==> config.mk <==
export PLATFORM = sky130hd
export DESIGN_NAME = if_fetch_stage
export DESIGN_NICKNAME = d
export VERILOG_FILES = /design/src/rtl/if_fetch_stage.sv
export SDC_FILE = /design/constraint.sdc
export NUM_CORES = 1
export LEC_CHECK = 0
export ABC_AREA = 1
export BUFFER_PORTS_ARGS = -buffer_cell sky130_fd_sc_hd__buf_2
export CORE_UTILIZATION = 61
export DETAILED_ROUTE_END_ITERATION = 8
export HOLD_SLACK_MARGIN = 0.06
export PLACE_DENSITY = 0.86
export SLEW_MARGIN = 20
export SYNTH_ARGS = -nofsm -noshare
export SYNTH_HDL_FRONTEND = slang
export SYNTH_SLANG_ARGS = --single-unit
==> constraint.sdc <==
create_clock -name clk -period 8.8 [get_ports clk]
set_clock_uncertainty 0.15 [all_clocks]
set_input_delay 0.44 -clock clk [delete_from_list [all_inputs] [get_ports clk]]
set_output_delay 0.44 -clock clk [all_outputs]
set_load 0.02 [all_outputs]
==> src/rtl/if_fetch_stage.sv <==
// ---------------------------------------------------------------------------
// if_fetch_stage
//
// Instruction-fetch stage feeding the IF/ID register. It owns the program
// counter, talks to a variable-latency instruction memory over a req/ack
// handshake, honours the freeze coming back from decode, and handles
// taken-branch redirects, including redirects that land while a fetch is
// still in flight.
//
// Ports
//    clk          system clock, rising edge
//    rst          asynchronous active-high reset
//    freeze       hazard stall from decode; holds outputs and PC
//    Br_taken     taken-branch redirect from execute
//    Br_Addr      branch target (low two bits are dropped)
//    imem_req     fetch request to instruction memory
//    imem_addr    fetch address, stable until the ack arrives
//    imem_ack     memory data valid this cycle (may share the req cycle)
//    imem_rdata   instruction word from memory
//    PC           PC+4 of the instruction currently on Instruction
//    Instruction  fetched instruction towards decode
//    IF_valid     Instruction/PC carry a real instruction
// ---------------------------------------------------------------------------
module if_fetch_stage #(
   parameter logic [31:0] RESET_PC  = 32'h0000_0000,
   parameter logic [31:0] NOP_INSTR = 32'h0000_0000
) (
   input  logic        clk,
   input  logic        rst,
   input  logic        freeze,
   input  logic        Br_taken,
   input  logic [31:0] Br_Addr,
   output logic        imem_req,
   output logic [31:0] imem_addr,
   input  logic        imem_ack,
   input  logic [31:0] imem_rdata,
   output logic [31:0] PC,
   output logic [31:0] Instruction,
   output logic        IF_valid
);

   typedef enum logic [1:0] {
      FETCH   = 2'd0,
      HOLD    = 2'd1,
      DISCARD = 2'd2
   } fetchState_t;

   fetchState_t r_state, w_nextState;

   logic [31:0] r_pc, w_nextPc;
   logic [31:0] r_abandonAddr, w_nextAbandonAddr;
   logic [31:0] r_bufInstr, w_nextBufInstr;
   logic [31:0] r_bufPc, w_nextBufPc;
   logic [31:0] r_outPc, w_nextOutPc;
   logic [31:0] r_outInstr, w_nextOutInstr;
   logic        r_outValid, w_nextOutValid;

   logic [31:0] w_target;
   logic [31:0] w_pcPlus4;

   // Branch targets are always word aligned; the increment wraps mod 2^32.
   assign w_target  = Br_Addr & ~32'd3;
   assign w_pcPlus4 = r_pc + 32'd4;

   // The memory sees a request whenever we are not parked on a buffered
   // word. While draining an abandoned fetch, the old address must stay on
   // the bus until the memory acknowledges it, even though r_pc has already
   // moved to the branch target.
   assign imem_req    = (r_state != HOLD);
   assign imem_addr   = (r_state == DISCARD) ? r_abandonAddr : r_pc;
   assign PC          = r_outPc;
   assign Instruction = r_outInstr;
   assign IF_valid    = r_outValid;

   // State and datapath registers. Everything returns to its reset value
   // immediately on rst, including an outstanding fetch, which is simply
   // forgotten because the memory is reset by the same signal.
   always_ff @(posedge clk or posedge rst) begin
      if (rst) begin
         r_state       <= FETCH;
         r_pc          <= RESET_PC;
         r_abandonAddr <= RESET_PC;
         r_bufInstr    <= NOP_INSTR;
         r_bufPc       <= 32'd0;
         r_outPc       <= 32'd0;
         r_outInstr    <= NOP_INSTR;
         r_outValid    <= 1'b0;
      end else begin
         r_state       <= w_nextState;
         r_pc          <= w_nextPc;
         r_abandonAddr <= w_nextAbandonAddr;
         r_bufInstr    <= w_nextBufInstr;
         r_bufPc       <= w_nextBufPc;
         r_outPc       <= w_nextOutPc;
         r_outInstr    <= w_nextOutInstr;
         r_outValid    <= w_nextOutValid;
      end
   end

   // Next-state and datapath logic. A taken branch always wins over freeze
   // and flushes the outputs to a bubble. A word that returns while decode
   // is frozen is parked in the hold buffer so it is neither lost nor shown
   // twice. A redirect that arrives before the ack sends us to DISCARD so
   // the stale word can be swallowed when it finally returns.
   always_comb begin
      w_nextState       = r_state;
      w_nextPc          = r_pc;
      w_nextAbandonAddr = r_abandonAddr;
      w_nextBufInstr    = r_bufInstr;
      w_nextBufPc       = r_bufPc;
      w_nextOutPc       = r_outPc;
      w_nextOutInstr    = r_outInstr;
      w_nextOutValid    = r_outValid;

      unique case (r_state)
         FETCH: begin
            if (Br_taken) begin
               w_nextPc       = w_target;
               w_nextOutInstr = NOP_INSTR;
               w_nextOutValid = 1'b0;
               if (!imem_ack) begin
                  w_nextAbandonAddr = r_pc;
                  w_nextState       = DISCARD;
               end
            end else if (imem_ack) begin
               w_nextPc = w_pcPlus4;
               if (!freeze) begin
                  w_nextOutInstr = imem_rdata;
                  w_nextOutPc    = w_pcPlus4;
                  w_nextOutValid = 1'b1;
               end else begin
                  w_nextBufInstr = imem_rdata;
                  w_nextBufPc    = w_pcPlus4;
                  w_nextState    = HOLD;
               end
            end else if (!freeze) begin
               w_nextOutInstr = NOP_INSTR;
               w_nextOutValid = 1'b0;
            end
         end

         HOLD: begin
            if (Br_taken) begin
               w_nextPc       = w_target;
               w_nextOutInstr = NOP_INSTR;
               w_nextOutValid = 1'b0;
               w_nextState    = FETCH;
            end else if (!freeze) begin
               w_nextOutInstr = r_bufInstr;
               w_nextOutPc    = r_bufPc;
               w_nextOutValid = 1'b1;
               w_nextState    = FETCH;
            end
         end

         DISCARD: begin
            if (Br_taken) begin
               w_nextPc       = w_target;
               w_nextOutInstr = NOP_INSTR;
               w_nextOutValid = 1'b0;
            end
            if (imem_ack) begin
               w_nextState = FETCH;
            end
         end

         default: begin
            w_nextState = FETCH;
         end
      endcase
   end

endmodule

# == Yosys cells after proc, flatten, opt, wreduce, memory -nomap -nowiden ==
# Index checks and enable logic that the tools add are counted.
# op_classes
add_sub_neg,1
n_eq_ne,17
n_mux,34
bitwise,2
n_reduce_logical,12
# ops
cell,n
$mux 32,16
$pmux 32 s2,2
$pmux 32 s3,1
$add 32x3->32 const B,1
$ne 3x3->1 const B,5
$mux 2,7
$ne 2x2->1 const B,7
$reduce_and 3->1,3
$reduce_and 4->1,2
$mux 1,6
$pmux 2 s3,1
$reduce_and 6->1,1
$reduce_and 5->1,1
$ne 2x1->1 const B,2
$ne 4x4->1 const B,1
$reduce_bool 2->1,2
$pmux 1 s3,1
$reduce_bool 3->1,1
$eq 2x1->1 const B,1
$eq 2x2->1 const B,1
$logic_not 2->1,1
$not 1->1,2
$reduce_or 2->1,1
# word_totals
register_bits,195
out_inout_bits,98

# == Logic depth before layout (Yosys ltp) ==
# Gate-level depths: netlist of the first run.
# depth
word_depth,5
ltp_mapped,11

# == Worst setup path before layout of the first run ==
# No wires, ideal clock.
# synth_path
path_type,reg-to-output
startpoint,register r_state[0]
endpoint,output port imem_addr[10]
t_arrival_ns,1.433
path_slack_ns,6.777
stages_incl_launch_ff,6
path_buffers,2
cell_sequence,dfrtp_1 > inv_1 > ha_1 > clkbuf_1 > clkbuf_1 > o21ai_0
# synth_via
elab_chain_len,2
# synth_lines
item,line_no,rtl
from (decl),48,"fetchState_t r_state, w_nextState;"
from (signal assigned),89,r_state <= w_nextState;
$eq 2x2->1,70,assign imem_addr = (r_state == DISCARD) ? r_abandonAddr : r_pc;
$mux 32,70,
to (decl),34,"output logic [31:0] imem_addr,"
# No other way between the ends.

# == Worst setup path in the final report of the first run ==
# layout_path
startpoint,register r_state[1]
endpoint,register r_outPc[2] (netlist: PC[2])
# layout_via
elab_chain_len,3
# layout_lines
item,line_no,rtl
$eq 2x1->1 / $logic_not 2->1 (equally long branches),115,unique case (r_state)
$ne 2x2->1 (no source line) / $reduce_bool 2->1 (equally long branches),n/a,
$reduce_and 6->1 (no source line),n/a,
to (signal assigned),94,r_outPc <= w_nextOutPc;
to (decl),54,"logic [31:0] r_outPc, w_nextOutPc;"
# Several ways; a longest one is shown, not always the timed one.
# A chain may end at the register's enable or synchronous reset.

==> flow_summary.ini, run 1 <==
[synthesis]
synth.ff_latch_count = 187
synth_top_cells_by_count = sky130_fd_sc_hd__nand2_1, sky130_fd_sc_hd__dfrtp_1, sky130_fd_sc_hd__o21ai_0, sky130_fd_sc_hd__inv_1, sky130_fd_sc_hd__nor2_1
synthesis.yosys.warnings = 0
syn_area_um2 = 9420
synthDominantAreaCellType = sky130_fd_sc_hd__dfrtp_1
synthCells = 1244
netlist_cell_types = 30
syn_avg_cell_area_um2 = 7.57
dominant_synthesized_flop_cell = sky130_fd_sc_hd__dfrtp_1
share_of_async_settable_or_async_resettable_flops_after_synthesis_pct = 100
synth_most_common_cell = sky130_fd_sc_hd__nand2_1
number_of_synthesized_flops_with_an_enable_pin = 0
yosysSeqAreaShare_pct = 49.7
synth_top_area_share_pct = 49.7
post_synth_main_area_contributors = sky130_fd_sc_hd__dfrtp_1, sky130_fd_sc_hd__nand2_1, sky130_fd_sc_hd__o21ai_0

[layout]
final_layout_size_suffix_gt1_share_pct = 16.9
postLayoutCellArea_um2 = 10900
diodes = 0
areaGrowthSynthToFinish_pct = 15.5
nFillCells = 1163
final_util_pct = 71.8
final_cells = 1566
finish.net_count = 1439

[setup_path]
timing.critical_path.mode_cell = sky130_fd_sc_hd__inv_4
timing.critical_path.required_ps = 9010
cp-end-kind = flip-flop
critical_path_arrival_ps = 3350
timing.critical_path.slowest_cell_delay_ps = 640
worstPathCellList = inv_1, ha_2, inv_4, a21oi_2, nor2_4, nand2_4, inv_4, nor2_1, a31oi_1
critical_path.reg2reg.endpoint = PC[2]
worst_path_dominant_cell_family = simple AND/OR/NAND/NOR gates
crit_path_start_kind = flip-flop
path_buf_inv = 3
reg_to_reg_critical_path_startpoint = r_state[1]
r2r.worst_path.cells = 9
critical_path.max_fanout = 42
ff2ff_setup_slack_ps = 5660
crit_type = flip-flop to flip-flop
timing.critical_path.slowest_stage_cell = sky130_fd_sc_hd__nor2_4

[placement]
placement.cell_area_um2 = 10200
input_output_buffers = 160
total_placed_cells_including_tap_cells = 1533
estimated_wirelength_of_the_detail_placed_design_um = 16100
dp_worst_setup_slack_ps = 5670
place_congestion = 0.925

[power_and_ir_drop]
power-per-cell-area_nw_per_um2 = 387
finalPower_mw = 4.21
max-vdd-ir-drop_mv = 0.217
p_leak_nw = 5.49

[global_routing]
grt_max_degree = 76
overflow = 0
grt_util_all_layers_pct = 32.7
number_of_antenna_violations_at_the_first_check_in_global_routing = 0
grt_pass1_vias = 8241
wire_length_of_the_first_global_routing_pass_um = 41000

[route]
drt-vias-per-instance = 5.69
routed-via-count = 8911
wl_per_cell_um = 15.8
drt_drc_violations_left = 0
drt.antenna.violating_nets = 0
drt_pass_1_iters = 5
detailedRoute.firstIterationViolations = 983
wirelength_um = 24800

[die]
design.die.area_um2 = 15900
dieHeight_um = 126
floorplan.initialDensity_pct = 62.2
chipWidth_um = 126
core_um2 = 15100
ios = 167
row_count = 45

[clock_network]
post-cts-setup-buffers = 0
cts.clk_slew.worst_paths_ps = 70
cts_tree = built
htreeDepth = 4
ctsLongestPathBuffers = 2
ctsRootBufferMaster = sky130_fd_sc_hd__clkbuf_16
numClockSinks = 187
clk-insertion-delay-late_ps = 440
cts_inserted_buffers = 17

[timing]
fin_crit_sh_pct = 35.7
final.hold.worst_slack_ps = 107
max_clock_freq_mhz = 318
timing_max_transition_violations_final = 0
max_slew.worst_pin.slew_ps = 987
hold_viol = 0
layout_setup_ws_ps = 5660
setup-violations-final = 0
max_transition_margin_pct = 34.2
min_period_ps = 3140
setup_repair_after_global_routing_missed_its_margin = no
totalNegativeSetupSlack_ps = 0

[min_path]
hold_path_depth = 3
min_delay_worst_endpoint = r_pc[3]
hold_path.startpoint = Br_Addr[3]
hp-class = input pin to flip-flop

[run]
drv.max_cap_violation_count = 0

[outcome]
run_status = finished clean
[logic make-up (layout without fill, tap and decap cells)]
kind of cell	count (synthesis)	after routing	synth area share [%]
simple gates	574	574	25.0
buf+inv	199	330	8.68
fa+ha+maj	5	5	0.664
xor+xnor	7	7	0.651
compound gates	271	271	15.3
flops	187	187	49.7
other cells	1	4	0.0398
[layer usage]
| metal | vias to the layer above | wire length (um) | GRT usage [%] |
|---|---|---|---|
| met5 | - | 0 | 0 |
| met4 | 0 | 554 | 12.7 |
| met3 | 45 | 2060 | 5.40 |
| met2 | 455 | 11900 | 52.6 |
| met1 | 4193 | 10300 | 44.8 |
| li1 | 4218 | - | - |
[timing repair]
| action | in CTS | in global routing |
|---|---|---|
| endpoints found under the setup margin | 0 | 0 |
| gates resized for setup | 0 | 0 |
| hold endpoints to repair | 56 | 0 |
| hold buffers | 1 | 0 |
[state kept, by name, summed over array words and instances (netlist names)]
register / count
IF_valid: 1
PC: 30
r_pc: 30
r_bufPc: 30
Instruction: 32
r_state: 2
r_bufInstr: 32
r_abandonAddr: 30
[cell usage in the layout, fill, tap and decap left out, types with 2 or more instances in the layout]
master / synthesis / final
sky130_fd_sc_hd__a21oi_1: 55 / 54
sky130_fd_sc_hd__a21oi_2: 1 / 2
sky130_fd_sc_hd__a31oi_1: 15 / 15
sky130_fd_sc_hd__and2_1: 3 / 3
sky130_fd_sc_hd__buf_2: 28 / 160
sky130_fd_sc_hd__buf_4: 8 / 11
sky130_fd_sc_hd__bufinv_16: 0 / 4
sky130_fd_sc_hd__clkbuf_16: 0 / 17
sky130_fd_sc_hd__clkbuf_8: 0 / 2
sky130_fd_sc_hd__clkinv_1: 1 / 2
sky130_fd_sc_hd__clkinv_2: 0 / 3
sky130_fd_sc_hd__clkinv_4: 0 / 2
sky130_fd_sc_hd__conb_1: 1 / 4
sky130_fd_sc_hd__dfrtp_1: 187 / 187
sky130_fd_sc_hd__ha_1: 5 / 3
sky130_fd_sc_hd__ha_2: 0 / 2
sky130_fd_sc_hd__inv_1: 119 / 117
sky130_fd_sc_hd__inv_2: 4 / 4
sky130_fd_sc_hd__inv_4: 2 / 2
sky130_fd_sc_hd__inv_6: 0 / 3
sky130_fd_sc_hd__nand2_1: 372 / 371
sky130_fd_sc_hd__nand2_2: 2 / 3
sky130_fd_sc_hd__nand2_4: 3 / 3
sky130_fd_sc_hd__nand3_1: 74 / 74
sky130_fd_sc_hd__nor2_1: 109 / 109
sky130_fd_sc_hd__nor2_2: 3 / 3
sky130_fd_sc_hd__nor2_4: 8 / 8
sky130_fd_sc_hd__o21ai_0: 154 / 154
sky130_fd_sc_hd__o21ai_1: 3 / 3
sky130_fd_sc_hd__o22ai_1: 39 / 39
sky130_fd_sc_hd__xor2_1: 7 / 7
[worst reg2reg max path, delay by kind of cell (launching register included)]
kind | cells | cell delay [ps]
AND/OR/NAND/NOR | 3 | 1230
buffers and inverters | 3 | 810
flip-flops | 1 | 390
AO/OA/AOI/OAI | 2 | 290
adder cells (fa/ha/maj) | 1 | 190
[report_power, final]
part           internal [mW]  switching (mW)
registers               1.25           0.263
logic                  0.564            1.31
clock network          0.494           0.341
total                   2.31            1.91
[area by class of cell]
| class | count | area (um2) | area share [%] |
|---|---|---|---|
| Sequential cell | 187 | 4680 | 43.0 |
| Timing Repair Buffer | 172 | 893 | 8.21 |
| Tap cell | 188 | 235 | 2.16 |
| Multi-Input combinational cell | 861 | 3940 | 36.3 |
| Clock inverter | 13 | 189 | 1.74 |
| Inverter | 126 | 483 | 4.44 |
| Clock buffer | 19 | 453 | 4.16 |
[worst max-delay path by stage]
stage	cells past startpoint	startpoint	endpoint
floorplan	1	rst	IF_valid
global placement	9	r_state[1]	PC[4]
detailed placement	9	r_state[1]	PC[3]
CTS	9	r_state[1]	PC[10]
global route	10	r_state[0]	r_bufPc[12]
finish	9	r_state[1]	PC[2]
No activity file was read; power rests on OpenSTA's default activity.
==> run 2: changes to the inputs <==
--- a/config.mk
+++ b/config.mk
@@ -7,10 +7,10 @@
 export LEC_CHECK = 0
 export ABC_AREA = 1
 export BUFFER_PORTS_ARGS = -buffer_cell sky130_fd_sc_hd__buf_2
-export CORE_UTILIZATION = 61
+export CORE_UTILIZATION = 51
 export DETAILED_ROUTE_END_ITERATION = 8
 export HOLD_SLACK_MARGIN = 0.06
-export PLACE_DENSITY = 0.86
+export PLACE_DENSITY = 0.77
 export SLEW_MARGIN = 20
 export SYNTH_ARGS = -nofsm -noshare
 export SYNTH_HDL_FRONTEND = slang
==> constraint.sdc (replaced) <==
create_clock -name clk -period 2.7 [get_ports clk]
set_clock_uncertainty 0.15 [all_clocks]
set_input_delay 0.135 -clock clk [delete_from_list [all_inputs] [get_ports clk]]
set_output_delay 0.135 -clock clk [all_outputs]
set_load 0.02 [all_outputs]
==> run 2 against run 1 <==
First-iteration DRC count down 25%. Routed wire length increased by 1.2%. Flip-flop and latch count is the same. Die area grew 19%. Cell count is 7.2% higher. Non-clock buffer count grew 72.
==> flow_summary.ini, run 2 (same netlist as run 1, synthesis figures left out) <==
[outcome]
run_status = finished clean

[route]
drt_pass_1_iters = 5
drt.antenna.violating_nets = 0
routed-via-count = 8806
drt_drc_violations_left = 0
detailedRoute.firstIterationViolations = 737
wl_per_cell_um = 14.9
wirelength_um = 25100
drt-vias-per-instance = 5.24

[clock_network]
ctsRootBufferMaster = sky130_fd_sc_hd__clkbuf_16
htreeDepth = 4
cts_inserted_buffers = 17
numClockSinks = 187
cts.clk_slew.worst_paths_ps = 70
cts_tree = built
ctsLongestPathBuffers = 2
clk-insertion-delay-late_ps = 430
post_cts.resized_instances = 0

[die]
ios = 167
floorplan.initialDensity_pct = 52.2
chipWidth_um = 138
dieHeight_um = 138
row_count = 49
core_um2 = 18000
design.die.area_um2 = 19000

[setup_path]
crit_type = flip-flop to output port
path_buf_inv = 3
ff2ff_setup_slack_ps = 430
critical_path_arrival_ps = 2020
r2r.worst_path.cells = 7
critical_path.max_fanout = 60
timing.critical_path.slowest_cell_delay_ps = 440
worst_path_dominant_cell_family = buffers and inverters
timing.critical_path.required_ps = 2410
reg_to_reg_critical_path_startpoint = r_state[0]
worstPathCellList = inv_1, ha_2, buf_4, nand2_1, o21ai_0, buf_2
cp_num_cells = 6
crit_path_start_kind = flip-flop
timing.critical_path.slowest_stage_cell = sky130_fd_sc_hd__buf_4
cp-end-kind = output port
critical_path.startpoint = r_state[0]

[timing]
min_period_ps = 2310
setup_repair_after_global_routing_missed_its_margin = no
max_slew.worst_pin.slew_ps = 673
hold_viol = 0
timing_max_transition_violations_final = 0
fin_crit_sh_pct = 85.6
setup-violations-final = 0
max_clock_freq_mhz = 433
max_transition_margin_pct = 55.1
totalNegativeSetupSlack_ps = 0

[layout]
final_cells = 1679
final_layout_size_suffix_gt1_share_pct = 16.6
multiInputGateArea_um2 = 3940
layout.cells.most_common = sky130_fd_sc_hd__nand2_1
diodes = 0
layout_common_cells = sky130_fd_sc_hd__nand2_1, sky130_fd_sc_hd__dfrtp_1, sky130_fd_sc_hd__buf_2
seqCellArea_um2 = 4680
nFillCells = 1541
finish.net_count = 1511
areaGrowthSynthToFinish_pct = 23.0

[placement]
place_congestion = 0.920
estimated_wirelength_of_the_detail_placed_design_um = 16200
input_output_buffers = 160
total_placed_cells_including_tap_cells = 1582

[global_routing]
number_of_antenna_violations_at_the_first_check_in_global_routing = 0
grt_util_all_layers_pct = 27.2
overflow = 0
gr-max-usage-layer = met2
grt_pass1_vias = 8112
met2_track_utilization_from_global_routing_pct = 42.5
met1_usage_pct = 38.7
globalRouteMet3Util_pct = 4.57
grt_max_degree = 75
wire_length_of_the_first_global_routing_pass_um = 40100

[power_and_ir_drop]
power-per-cell-area_nw_per_um2 = 1170
p_leak_nw = 5.77
max-vdd-ir-drop_mv = 0.766

[run]
drv.max_cap_violation_count = 0

[min_path]
hp-class = input pin to async pin
[run 2: cell count changes in the layout (fill, tap and decap cells not counted), moves of 3 or more]
cell / before / now
sky130_fd_sc_hd__dlygate4sd3_1: 1 / 65
sky130_fd_sc_hd__buf_12: 0 / 3
sky130_fd_sc_hd__clkinvlp_4: 1 / 4
sky130_fd_sc_hd__bufinv_16: 4 / 1
sky130_fd_sc_hd__buf_4: 11 / 16
[run 2: cell type report]
class,instances,area share [%]
Sequential cell,187,40.4
Multi-Input combinational cell,861,34.0
Timing Repair Buffer,244,14.1
Inverter,126,4.16
Clock buffer,17,3.67
Tap cell,229,2.47
Clock inverter,15,1.20
[run 2: final timing paths]
kind / to
max reg2reg: Instruction[31]
min reg2reg: PC[19]
min: PC[22]
max: imem_addr[29]
min in group clk: IF_valid
max in group asynchronous: r_bufInstr[28]
[run 2: worst min-delay path, stage by stage]
cell and delay (ps):
sky130_fd_sc_hd__dlygate4sd3_1 530, sky130_fd_sc_hd__buf_2 130, sky130_fd_sc_hd__clkinvlp_4 250
[run 2: routing by layer]
metal  vias up  routed length [um]
met3        33                1700
li1       4372                   -
met1      4063               11600
met2       338               11400
met4         0                 386
met5         -                   0
[run 2: repair_timing]
action / 4_1_cts / 5_1_grt
hold buffers: 65 / 0
buffers inserted: 0 / 0
hold endpoints to repair: 283 / 0
setup endpoints to repair: 0 / 0
[run 2: per-stage QoR]
step	power (mW)	area, um2	hold WS [ps]	setup slack, ps	util, %
after floorplan	9.10	9430	140	8.50	-
after global placement	10.8	10400	-22.3	504	57.5
after detailed placement	11.0	10400	-21.3	442	57.5
after CTS	13.5	11600	66.0	393	64.3
after global routing	14.6	11600	105	166	64.3
final	13.5	11600	68.2	390	64.3
[run 2: where the power goes]
group          switching, mW  internal (mW)  total, mW
combinational           4.22           1.96       6.19
clock                   1.16           1.29       2.45
sequential             0.815           4.07       4.88
